File: src/rtl/layer_hidden_act_sequencer.sv
// layer_hidden_act_sequencer
//   Walks the hidden layer's pre-activation values one neuron at a time.
//   For each neuron it reads the two bracketing LUT samples from a
//   single-port synchronous ROM, presents them to a shared external linear
//   interpolator and writes the interpolated result back to the output
//   register file. Each neuron takes four cycles: RD_BASE, RD_NEXT, LATCH,
//   WRITE.
//
// Ports
//   clk, rst          clock, synchronous active-high reset
//   start             begin a layer (only honoured in IDLE)
//   busy, done        status: busy outside IDLE, done pulses after last write
//   z_idx / z_data    pre-activation register file read (combinational)
//   lut_en / lut_addr LUT read request; lut_data returns one cycle later
//   ip_remaining/ip_base/ip_next  registered interpolator operands
//   ip_value          interpolator result (combinational from ip_*)
//   out_we/out_idx/out_data  result write port
module layer_hidden_act_sequencer #(
    parameter int NEURONS = 4,
    parameter int DATA_W  = 8,
    parameter int FRAC_W  = 4,
    parameter int IDX_W   = (NEURONS > 1) ? $clog2(NEURONS) : 1,
    parameter int LUT_AW  = DATA_W - FRAC_W + 1
) (
    input  logic              clk,
    input  logic              rst,
    input  logic              start,
    output logic              busy,
    output logic              done,
    output logic [IDX_W-1:0]  z_idx,
    input  logic [DATA_W-1:0] z_data,
    output logic              lut_en,
    output logic [LUT_AW-1:0] lut_addr,
    input  logic [DATA_W-1:0] lut_data,
    output logic [DATA_W-1:0] ip_remaining,
    output logic [DATA_W-1:0] ip_base,
    output logic [DATA_W-1:0] ip_next,
    input  logic [DATA_W-1:0] ip_value,
    output logic              out_we,
    output logic [IDX_W-1:0]  out_idx,
    output logic [DATA_W-1:0] out_data
);

    localparam int SEG_W = DATA_W - FRAC_W;
    // Flipping the sign bit turns the signed segment into offset binary,
    // so the most negative input maps to LUT entry 0.
    localparam logic [SEG_W-1:0] SEG_MSB  = SEG_W'(1) << (SEG_W - 1);
    localparam logic [IDX_W-1:0] LAST_IDX = IDX_W'(NEURONS - 1);

    typedef enum logic [2:0] {
        IDLE, RD_BASE, RD_NEXT, LATCH, WRITE, DONE
    } state_t;

    state_t            state;
    logic [IDX_W-1:0]  idx;
    logic [DATA_W-1:0] z_reg;
    logic [DATA_W-1:0] base_reg;
    logic              we_reg;

    // Segment is widened before the +1 so the upper sample of the top
    // segment lands on the extra table entry instead of wrapping to 0.
    function automatic logic [LUT_AW-1:0] seg_of(input logic [DATA_W-1:0] z);
        return LUT_AW'(z[DATA_W-1:FRAC_W] ^ SEG_MSB);
    endfunction

    // Base address must be issued in the same cycle z_data is read, so the
    // address is a decode of the state rather than a register.
    always_comb begin
        lut_addr = '0;
        case (state)
            RD_BASE: lut_addr = seg_of(z_data);
            RD_NEXT: lut_addr = seg_of(z_reg) + LUT_AW'(1);
            default: lut_addr = '0;
        endcase
    end

    assign z_idx    = idx;
    assign out_idx  = idx;
    assign out_data = ip_value;
    // A reset landing on the WRITE cycle cancels that write.
    assign out_we   = we_reg & ~rst;

    always_ff @(posedge clk) begin
        if (rst) begin
            state        <= IDLE;
            idx          <= '0;
            z_reg        <= '0;
            base_reg     <= '0;
            we_reg       <= 1'b0;
            busy         <= 1'b0;
            done         <= 1'b0;
            lut_en       <= 1'b0;
            ip_remaining <= '0;
            ip_base      <= '0;
            ip_next      <= '0;
        end else begin
            case (state)
                IDLE: begin
                    if (start) begin
                        idx    <= '0;
                        busy   <= 1'b1;
                        lut_en <= 1'b1;
                        state  <= RD_BASE;
                    end
                end
                RD_BASE: begin
                    z_reg <= z_data;
                    state <= RD_NEXT;
                end
                RD_NEXT: begin
                    base_reg <= lut_data;
                    lut_en   <= 1'b0;
                    state    <= LATCH;
                end
                LATCH: begin
                    // Upper sample arrives this cycle and goes straight to
                    // the interpolator operand register.
                    ip_next      <= lut_data;
                    ip_base      <= base_reg;
                    ip_remaining <= {{SEG_W{1'b0}}, z_reg[FRAC_W-1:0]};
                    we_reg       <= 1'b1;
                    state        <= WRITE;
                end
                WRITE: begin
                    we_reg <= 1'b0;
                    if (idx == LAST_IDX) begin
                        done  <= 1'b1;
                        state <= DONE;
                    end else begin
                        idx    <= idx + 1'b1;
                        lut_en <= 1'b1;
                        state  <= RD_BASE;
                    end
                end
                DONE: begin
                    done  <= 1'b0;
                    busy  <= 1'b0;
                    state <= IDLE;
                end
                default: state <= IDLE;
            endcase
        end
    end

endmodule

File: config.mk
export PLATFORM = sky130hd
export DESIGN_NAME = layer_hidden_act_sequencer
export DESIGN_NICKNAME = d
export VERILOG_FILES = /design/src/rtl/layer_hidden_act_sequencer.sv
export SDC_FILE = /design/constraint.sdc
export NUM_CORES = 1
export LEC_CHECK = 0
export ABC_AREA = 1
export BUFFER_PORTS_ARGS = -buffer_cell sky130_fd_sc_hd__buf_2
export CAP_MARGIN = 25
export CORE_MARGIN = 3
export CORE_UTILIZATION = 48
export DETAILED_ROUTE_END_ITERATION = 12
export GPL_TIMING_DRIVEN = 1
export PLACE_DENSITY = 0.83
export RECOVER_POWER = 50
export SLEW_MARGIN = 20
export SYNTH_ARGS = -nofsm -noshare
export SYNTH_HDL_FRONTEND = slang
export SYNTH_SLANG_ARGS = --single-unit
File: constraint.sdc
create_clock -name clk -period 1.3 [get_ports clk]
set_input_delay 0.13 -clock clk [delete_from_list [all_inputs] [get_ports clk]]
set_output_delay 0.13 -clock clk [all_outputs]
set_load 0.1 [all_outputs]
## After elaboration in Yosys (flattened, before gate mapping)

Cells that the tools add are included.

| word-level totals | value |
|---|---|
| flip-flop bits (word level) | 45 |
| input bits | 27 |
| output and inout bits | 45 |

| cells by class | value |
|---|---|
| add/subtract/negate cells | 2 |
| equality and inequality tests | 9 |
| mux-type cells | 14 |
| bitwise gates (word level) | 4 |
| reductions and logical operators | 10 |

Operator list:

| cell | count |
|---|---|
| one-hot mux 3 bit (5 select lines) | 1 |
| one-hot mux 5 bit (2 select lines) | 1 |
| nonzero test 2 bit | 4 |
| equality test 3 x 2 -> 1 bit (second input constant) | 2 |
| equality test 3 bit (second input constant) | 2 |
| 2-to-1 mux 3 bit | 2 |
| inequality test 2 bit (second input constant) | 3 |
| one-hot mux 1 bit (2 select lines) | 3 |
| AND reduction 3 bit | 2 |
| adder 4 x 1 -> 5 bit (second input constant) | 1 |
| 2-to-1 mux 2 bit | 2 |
| one-hot mux 2 bit (2 select lines) | 1 |
| AND reduction 2 bit | 2 |
| equality test 3 x 1 -> 1 bit (second input constant) | 1 |
| logical NOT 3 bit | 1 |
| 2-to-1 mux 1 bit | 3 |
| NOT 1 bit | 3 |
| one-hot mux 1 bit (3 select lines) | 1 |
| nonzero test 3 bit | 1 |
| adder 2 x 1 -> 2 bit (second input constant) | 1 |
| equality test 2 bit (second input constant) | 1 |
| bitwise AND 1 bit | 1 |

## Depth between registers and ports, before layout

Gate-level depths: netlist (run 1).

| depth | value |
|---|---|
| depth after elaboration | 3 |
| gate-level depth with buffers | 7 |
| gate-level depth less buffers | 7 |

## Worst setup path before layout (run 1)

No wires, ideal clock.

| path | value |
|---|---|
| path type | reg-to-output |
| start | reg state[0] |
| end | out lut_addr[0] |
| arrival | 2.809 ns |
| required time | 1.170 ns |
| slack | -1.639 ns |
| stages on the path, launching flop included | 5 |
| buffers on the path | 1 |
| cells stage by stage | dfxtp_1 > inv_1 > nand3_2 > buf_6 > o21ai_0 |

| between the ends | value |
|---|---|
| cells in the longest elaborated chain, start to end | 2 |
| elaborated cells on any way between the ends | 3 |
| classes of those cells | eq/ne (2); mux (1) |

Ends and longest elaborated chain:

| item | RTL line | RTL |
|---|---|---|
| from (decl) | 54 | `state_t state;` |
| from (signal assigned) | 85 | `state <= IDLE;` |
| from (signal assigned) | 103 | `state <= RD_BASE;` |
| from (signal assigned) | 108 | `state <= RD_NEXT;` |
| equality test 3 x 2 -> 1 bit or equality test 3 x 1 -> 1 bit (tied branches) | 70 | `case (state)` |
| one-hot mux 5 bit (2 select lines) * | 70 |  |
| to (decl) | 33 | `output logic [LUT_AW-1:0] lut_addr,` |

Mark *: on every way between the ends. The rest lies on a longest branch, timed or not.

## Worst setup path after layout (run 1)

| path | value |
|---|---|
| start | reg state[1] |
| end | out lut_addr[3] |

The elaborated chain is that of the path after synthesis.

==> metrics.txt, run 1 <==
status=finished, violations left; failing checks=negative setup slack; initial antenna violation count=0; FF-to-FF setup slack=0.04 ns; Seq/Total Area, Yosys=49.1%; VDD IR max=0.00119 V; cell row count=21; final period utilization=118%; die height=67.8 um; hpwl dp=2780 um; synthesized area per cell=7.68 um^2; Mapped Area=1840 um^2; final hold vios=0; RSZ-0062 raised after global routing=true; Longest Clk Path Bufs=2; most frequent cells in the layout=nor2_1 (62), buf_2 (45), dfxtp_1 (36), nand2_1 (23), o21ai_0 (19); TNS Setup=-0.918 ns; filler cell count=276; synth unique cells=22; first-pass GRT wire length=7100 um; layout cells sized above 1=39.6%; Routed WL per cell=12.9 um; Die X=67.8 um; Critical Path End Type=output port; total global routing overflow=0; Final setup viols=5; DRC Markers=0; Via Count=1697; Port Buffers=51; Syn-to-layout area delta=35.7%; hold_buf cts=0; Num CTS Buffers=5; CTS Sinks=45; n_diodes=0; Post-DRT Antenna Nets=0; CP Cell Sequence=inv_4, nand3_4, nor2_1, inv_1, nand2_4, buf_12; WHS=0.0767 ns; Starting DRT DRC Count=121; aggregate global-route resource usage=20.6%; min Tclk post-route=1.53 ns; initial cell density of the core=52.5%; H-tree levels=2; crit-path max FO=3; Place WS=0.0152 ns; CP required=1.17 ns; drt via density=4.93; CP arrival=1.40 ns; CTS tree=yes; slowest cell delay on critical path=0.37 ns; Mapped Cells=239; largest net degree at the start of global routing=34; Die ar.=4600 um^2; CTS clock-pin slew for the worst setup and hold paths=0.08 ns; CP Launch Type=register; I/O pins=72; max-slew violation count=0; multi-input gate area in the final layout=826 um^2; Hold Path Cell Cnt=3; r2r startpoint=state[1]; Max Cap Violations=0; cells on worst reg2reg path=7; CP max-delay cell=dfxtp_4; drt pass-1 iters=4; Cells after DPL=323; Final Net Count=326; WHS Endpoint=z_reg[0]; Crit Path Class=reg2out; clk_skew=0.00254 ns; fmax=654 MHz; non-filler cells, final=344; Cell Pwr Density=1720 nW/um^2; Sequential Area=927 um^2; post-detailed-routing wire length=4440 um; Clk Latency, worst-skew pair=0.30 ns; reg2reg end=out_idx[0]; vias in the first global route=1564; setup ws final=-0.230 ns; worst min-delay path category=in2reg; Finished Core Util=71.3%; Synth Register Bits=45; commonest non-fill, non-tap cell in the layout=nor2_1; LEAKAGE=1.12 nW; root buffer cell=clkbuf_8; YS warnings=0; hold path startpoint=z_data[0]; core area=3490 um^2; gpl congestion=0.821
## report_power, final
part | internal (mW) | switching (mW) | leakage, nW | total [mW]
Clock | 0.380 | 0.476 | 0.0417 | 0.857
Sequential | 1.55 | 0.120 | 0.372 | 1.67
Combinational | 0.478 | 1.29 | 0.707 | 1.77
Total | 2.41 | 1.89 | 1.12 | 4.29
## timing repair
item / in CTS / in global routing
hold endpoints to repair: 0 / 0
setup endpoints to repair: 5 / 9
gates resized for setup: 15 / 22
pin swaps: 2 / 3
setup buffers: 11 / 2
## area by class of cell
class,instances,area share (%)
Clock buffer,6,2.91
Clock inverter,2,0.552
Inverter,14,2.71
Multi-Input combinational cell,159,33.1
Sequential cell,45,37.2
Tap cell,46,2.31
Timing Repair Buffer,72,21.1
## through the flow
stage               power, mW  instance area (um^2)
floorplan                3.08                  1910
global placement         3.27                  2210
detailed placement       3.29                  2210
CTS                      4.24                  2420
global route             4.53                  2490
finish                   4.29                  2490
## worst max-delay path: cells and delay by family (launching register included)
family / cells / cell delay, ns
DFF: 1 / 0.37
and+or+nand+nor: 3 / 0.37
buffers and inverters: 3 / 0.36
## cells by family after synthesis
family,synth area share (%)
compound gates,13.0
flops,49.1
fa+ha+maj,1.36
buf+inv,12.3
other cells,0.204
simple gates,24.1
## synthesized netlist by cell type
master | count | area (um^2)
nor2_1 | 65 | 244
dfxtp_1 | 45 | 901
nand2_1 | 28 | 105
o21ai_0 | 28 | 140
buf_4 | 15 | 113
a21oi_1 | 13 | 65.1
inv_1 | 9 | 33.8
inv_2 | 5 | 18.8
nand3_1 | 5 | 25.0
o21ai_1 | 4 | 20.0
buf_6 | 3 | 33.8
nand3_2 | 3 | 30.0
nor3_1 | 3 | 15.0
buf_2 | 2 | 10.0
clkbuf_1 | 2 | 7.51
clkbuf_2 | 2 | 10.0
ha_1 | 2 | 25.0
conb_1 | 1 | 3.75
nand2_2 | 1 | 6.26
nor2_2 | 1 | 6.26
nor3_2 | 1 | 10.0
o31ai_2 | 1 | 12.5
## worst max-delay path by stage
stage	slack, ns	startpoint	cells past startpoint	endpoint
2_1_floorplan	-0.35	state[2]	4	lut_addr[2]
3_3_place_gp	0.06	z_reg[4]	4	lut_addr[2]
3_5_place_dp	0.02	z_reg[4]	4	lut_addr[2]
4_1_cts	-0.22	state[2]	6	lut_addr[3]
5_1_grt	-0.29	state[2]	6	lut_addr[3]
6_report	-0.23	state[1]	6	lut_addr[3]
## routing by layer
layer / routed length [um] / up-vias / share of wire [%] / global-route usage [%]
met5: 0 / - / 0 / 0
met4: 109 / 0 / 2.5 / 9.43
met3: 377 / 15 / 8.5 / 8.21
met2: 2200 / 77 / 49 / 33.2
met1: 1760 / 746 / 40 / 24.0
li1: - / 859 / - / -
No activity file was read; power rests on OpenSTA's default activity.
==> run 2, diff against run 1 <==
clock period = 1.51 ns   (was 1.3 ns; I/O delays follow)
==> run 2 against run 1 <==
Net effect:
- the run still ends with negative setup slack left
- largest power group unchanged
- combinational power down 18%
- clock power down 12%
- via count down 2.6%
- highest routed layer unchanged
- design area down 3.7%
- count of clock-buffer cells in the layout down 1
- global-route usage down 2.1 points
- clock skew up 0.0042 ns
- critical path depth down 2
- final cell count down 1.5%
- non-clock buffer count down 5
- critical path type unchanged
- sequential power down 14%
- core utilization down 2.6 points
==> metrics.txt, run 2 (synthesis results as in run 1) <==
Post-DRT Antenna Nets=0 (unchanged); crit-path max FO=2 (-1); final period utilization=102%; met2 Resource Use GR=29.5% (-3.6 points); RSZ-0062 raised after global routing=true; root buffer cell=clkbuf_8; cells on worst reg2reg path=7 (unchanged); min Tclk post-route=1.54 ns; vias in the first global route=1420 (-9.2%); max-slew violation count=0 (unchanged); initial cell density of the core=52.5% (unchanged); H-tree levels=2 (unchanged); Longest Clk Path Bufs=2 (unchanged); Finished Core Util=68.7% (-2.6 points); Syn-to-layout area delta=30.7%; initial antenna violation count=0 (unchanged); multi-input gate area in the final layout=810 um^2 (-2.0%); total design power=3.64 mW (-15%); Max Cap Violations=0 (unchanged); commonest non-fill, non-tap cell in the layout=nor2_1; total global routing overflow=0 (unchanged); Die ar.=4600 um^2 (unchanged); CP arrival=1.39 ns (about the same); Place WS=0.150 ns (+0.135 ns); CP Launch Type=register; GR Util met3=7.06% (-1.1 points); core area=3490 um^2 (unchanged); first-pass GRT wire length=6270 um (-12%); WHS=0.0896 ns (+0.0129 ns); Final Cell Area=2400 um^2 (-3.7%); Clk Latency, worst-skew pair=0.31 ns (about the same); Final Net Count=321 (-1.5%); n_diodes=0 (unchanged); setup ws final=-0.0324 ns (+0.197 ns); CP required=1.36 ns (+0.19 ns); cell row count=21 (unchanged); CP Cell Sequence=ha_4, nor2_1, o31ai_4, buf_12; Final setup viols=2 (-3); reg2reg end=ip_base[2]; hold_buf cts=0 (unchanged); CTS clock-pin slew for the worst setup and hold paths=0.08 ns (about the same); status=finished, violations left; Critical Path Source=z_reg[5]; Crit Path Class=reg2out; hpwl dp=2730 um (-1.8%); GRT met1 Usage=22.5% (-1.5 points); gpl congestion=0.821 (about the same); failing checks=negative setup slack; Hold Path Cell Cnt=3 (unchanged); Starting DRT DRC Count=113 (-6.6%); Via Count=1653 (-2.6%); r2r startpoint=state[2]; final hold vios=0 (unchanged); aggregate global-route resource usage=18.5% (-2.1 points); non-filler cells, final=339 (-1.5%); clk_skew=0.00676 ns (+0.00421 ns); Port Buffers=51 (unchanged); Critical Path End Type=output port; Sequential Area=918 um^2 (-0.94%); DRC Markers=0 (unchanged); worst min-delay path category=in2reg; FF-to-FF setup slack=0.18 ns (+0.14 ns); drt pass-1 iters=4 (unchanged); VDD IR max=0.00115 V (-4.1%); Routed WL per cell=12.0 um (-7.0%); CP max-delay cell=dfxtp_2; post-detailed-routing wire length=4070 um (-8.4%); drt via density=4.88 (-1.2%); Cell Pwr Density=1520 nW/um^2 (-12%); layout cells sized above 1=37.2% (-2.4 points); layer with the highest usage=met2; DP Area=2140 um^2 (-3.2%); Cells after DPL=319 (-1.2%); Die X=67.8 um (unchanged); TNS Setup=-0.0494 ns (+0.868 ns); CTS tree=yes; I/O pins=72 (unchanged); most frequent cells in the layout=nor2_1 (64), buf_2 (46), dfxtp_1 (37), o21ai_0 (26), nand2_1 (22); filler cell count=281 (+1.8%); CP endpoint=lut_addr[2]; fmax=648 MHz; LEAKAGE=1.09 nW (-2.8%); largest net degree at the start of global routing=34 (unchanged); CTS Sinks=45 (unchanged); slowest cell delay on critical path=0.36 ns (about the same); die height=67.8 um (unchanged); Num CTS Buffers=5 (unchanged)
-- run 2: cell count changes in the layout (fill, tap and decap cells not counted), sizes merged --
cell	before	now
clkinvlp	1	0
inv	15	14
buf	72	66
clkinv	0	3
-- run 2: cell type report --
cell class | count | share of cell area (%)
sequential | 45 | 38.3
multi-input combinational | 159 | 33.7
inverter | 14 | 2.71
tap | 46 | 2.40
timing repair buffer | 67 | 19.1
clock inverter | 3 | 0.938
clock buffer | 5 | 2.87
-- run 2: repair_timing --
item / 4_1_cts / 5_1_grt
resized for setup: 12 / 14
pin swaps: 2 / 4
setup buffers: 7 / 5
endpoints found under the setup margin: 5 / 5
-- run 2: worst max-delay path: cells and delay by family (launching register included) --
family | cells | cell delay (ns)
simple gates | 1 | 0.06
buf+inv | 1 | 0.21
fa+ha+maj | 1 | 0.15
compound gates | 1 | 0.30
flops | 1 | 0.36
-- run 2: how the worst min path moves through the flow --
stage,from,endpoint,slack (ns)
floorplan,rst,state[0],0.21
global placement,ip_value[2],out_data[2],0.30
detailed placement,ip_value[2],out_data[2],0.30
CTS,lut_data[0],ip_next[0],0.09
global route,z_data[0],z_reg[0],0.09
finish,z_data[7],z_reg[7],0.09
-- run 2: power by group --
group	switching, mW	internal [mW]
Clock	0.422	0.328
Combinational	1.08	0.378
Sequential	0.0963	1.33
-- run 2: layer usage --
layer | share of wire [%] | vias up
li1 | - | 849
met1 | 43 | 744
met2 | 49 | 56
met3 | 7.7 | 4
met4 | 0.47 | 0
met5 | 0 | -
==> run 3, diff against run 2 <==
TNS_END_PERCENT = 20   (was unset)
==> run 3 against run 2 <==
Net effect:
- largest cell class unchanged
- setup slack better by 0.017 ns
- highest routed layer unchanged
- critical path depth unchanged
- largest power group is now registers
- sequential power is essentially flat
- hold slack worse by 0.0011 ns
- first-iteration DRC count shrank 13%
- the flow still finishes with violations (negative setup slack)
- combinational power is 4% lower
- power decreased by 2.0%
==> metrics.txt, run 3 (synthesis results as in run 1) <==
worst min-delay path category=in2reg; TNS Setup=-0.0294 ns (+0.0200 ns); status=finished, violations left; CTS clock-pin slew for the worst setup and hold paths=0.08 ns (about the same); CP Cell Sequence=inv_6, nand3_4, o31ai_4, buf_12; RSZ-0062 raised after global routing=true; VDD IR max=0.00119 V (+3.6%); Final Net Count=316 (-1.6%); Final setup viols=2 (unchanged); Port Buffers=51 (unchanged); largest net degree at the start of global routing=34 (unchanged); Place WS=0.131 ns (-0.0189 ns); layout cells sized above 1=33.3% (-3.9 points); initial antenna violation count=0 (unchanged); min Tclk post-route=1.53 ns (-0.0173 ns); die height=67.8 um (unchanged); CTS tree=yes; Starting DRT DRC Count=98 (-13%); Final Cell Area=2320 um^2 (-3.5%); crit-path max FO=6 (+4); total global routing overflow=0 (unchanged); Via Count=1631 (-1.3%); commonest non-fill, non-tap cell in the layout=nor2_1; CP Launch Type=register; multi-input gate area in the final layout=787 um^2 (-2.8%); H-tree levels=2 (unchanged); Die X=67.8 um (unchanged); Cells after DPL=318 (-0.31%); LEAKAGE=1.04 nW (-4.6%); Longest Clk Path Bufs=2 (unchanged); setup ws final=-0.0151 ns (+0.0173 ns); most frequent cells in the layout=nor2_1 (64), buf_2 (46), dfxtp_1 (40), o21ai_0 (27), nand2_1 (26); final period utilization=101% (-1.1 points); drt via density=4.88 (+0.15%); clk_skew=0.00667 ns (-0.0000880 ns); Num CTS Buffers=5 (unchanged); CP max-delay cell=dfxtp_4; non-filler cells, final=334 (-1.5%); Die ar.=4600 um^2 (unchanged); aggregate global-route resource usage=19.0% (+0.51 points); initial cell density of the core=52.5% (unchanged); WHS=0.0885 ns (-0.00113 ns); I/O pins=72 (unchanged); root buffer cell=clkbuf_8; CP required=1.36 ns (about the same); final hold vios=0 (unchanged); Critical Path End Type=output port; Post-DRT Antenna Nets=0 (unchanged); post-detailed-routing wire length=3930 um (-3.5%); hold_buf cts=0 (unchanged); core area=3490 um^2 (unchanged); hpwl dp=2680 um (-1.9%); slowest cell delay on critical path=0.36 ns (about the same); first-pass GRT wire length=6510 um (+3.7%); fmax=656 MHz (+1.1%); Sequential Area=912 um^2 (-0.68%); Routed WL per cell=11.8 um (-2.0%); Syn-to-layout area delta=26.2%; drt pass-1 iters=4 (unchanged); cell row count=21 (unchanged); DP Area=2120 um^2 (-0.82%); n_diodes=0 (unchanged); CP arrival=1.37 ns (-0.02 ns); CTS Sinks=45 (unchanged); failing checks=negative setup slack; vias in the first global route=1542 (+8.6%); Clk Latency, worst-skew pair=0.30 ns (about the same); DRC Markers=0 (unchanged); filler cell count=306 (+8.9%); Crit Path Class=reg2out; gpl congestion=0.786 (-4.4%); Cell Pwr Density=1540 nW/um^2 (+1.5%); max-slew violation count=0 (unchanged); Max Cap Violations=0 (unchanged)
[run 3: cell types whose count changed in the layout (fill, tap and decap cells not counted), sizes merged]
cell,delta
buf,-6
clkbuf,+1
[run 3: final cells by class]
| type | instances | share of cell area, % |
|---|---|---|
| clock buffer | 5 | 2.97 |
| timing repair buffer | 62 | 17.5 |
| tap | 46 | 2.49 |
| sequential | 45 | 39.4 |
| clock inverter | 3 | 0.972 |
| inverter | 14 | 2.70 |
| multi-input combinational | 159 | 34.0 |
[run 3: timing repair]
action	CTS	global route
pin swaps	4	3
buffers inserted	7	1
gates cloned	0	0
setup endpoints to repair	5	5
resized for setup	16	2
[run 3: metal layers]
metal  vias to the layer above  track usage, %  share of wire [%]
met3                        10            6.24                8.1
met4                         0            9.43                2.4
li1                        836               -                  -
met1                       733            20.9                 44
met5                         -               0                  0
met2                        52            32.8                 46
[run 3: through the flow]
step	power (mW)	utilization, %
3_3_place_gp	2.76	60.8
2_1_floorplan	2.63	-
6_report	3.56	66.3
4_1_cts	3.59	66.2
5_1_grt	3.75	66.3
3_5_place_dp	2.78	60.8
[run 3: worst max-delay path: cells and delay by family (launching register included)]
family                 cells  cell delay (ns)
and+or+nand+nor            1             0.14
buffers and inverters      2             0.28
AOI/OAI and AO/OA          1             0.28
DFF                        1             0.36
[run 3: report_power, final]
group | switching, mW | internal (mW)
clock network | 0.418 | 0.328
registers | 0.0935 | 1.33
logic | 1.06 | 0.337
total | 1.57 | 1.99
[run 3: worst paths after layout]
path / from / to / slack (ns) / cells past startpoint
setup / recovery: state[2] / lut_addr[2] / -0.02 / 4
setup reg to reg: state[2] / state[0] / 0.20 / 6
hold / removal: z_data[7] / z_reg[7] / 0.09 / 3
hold reg to reg: busy / busy / 0.47 / 2
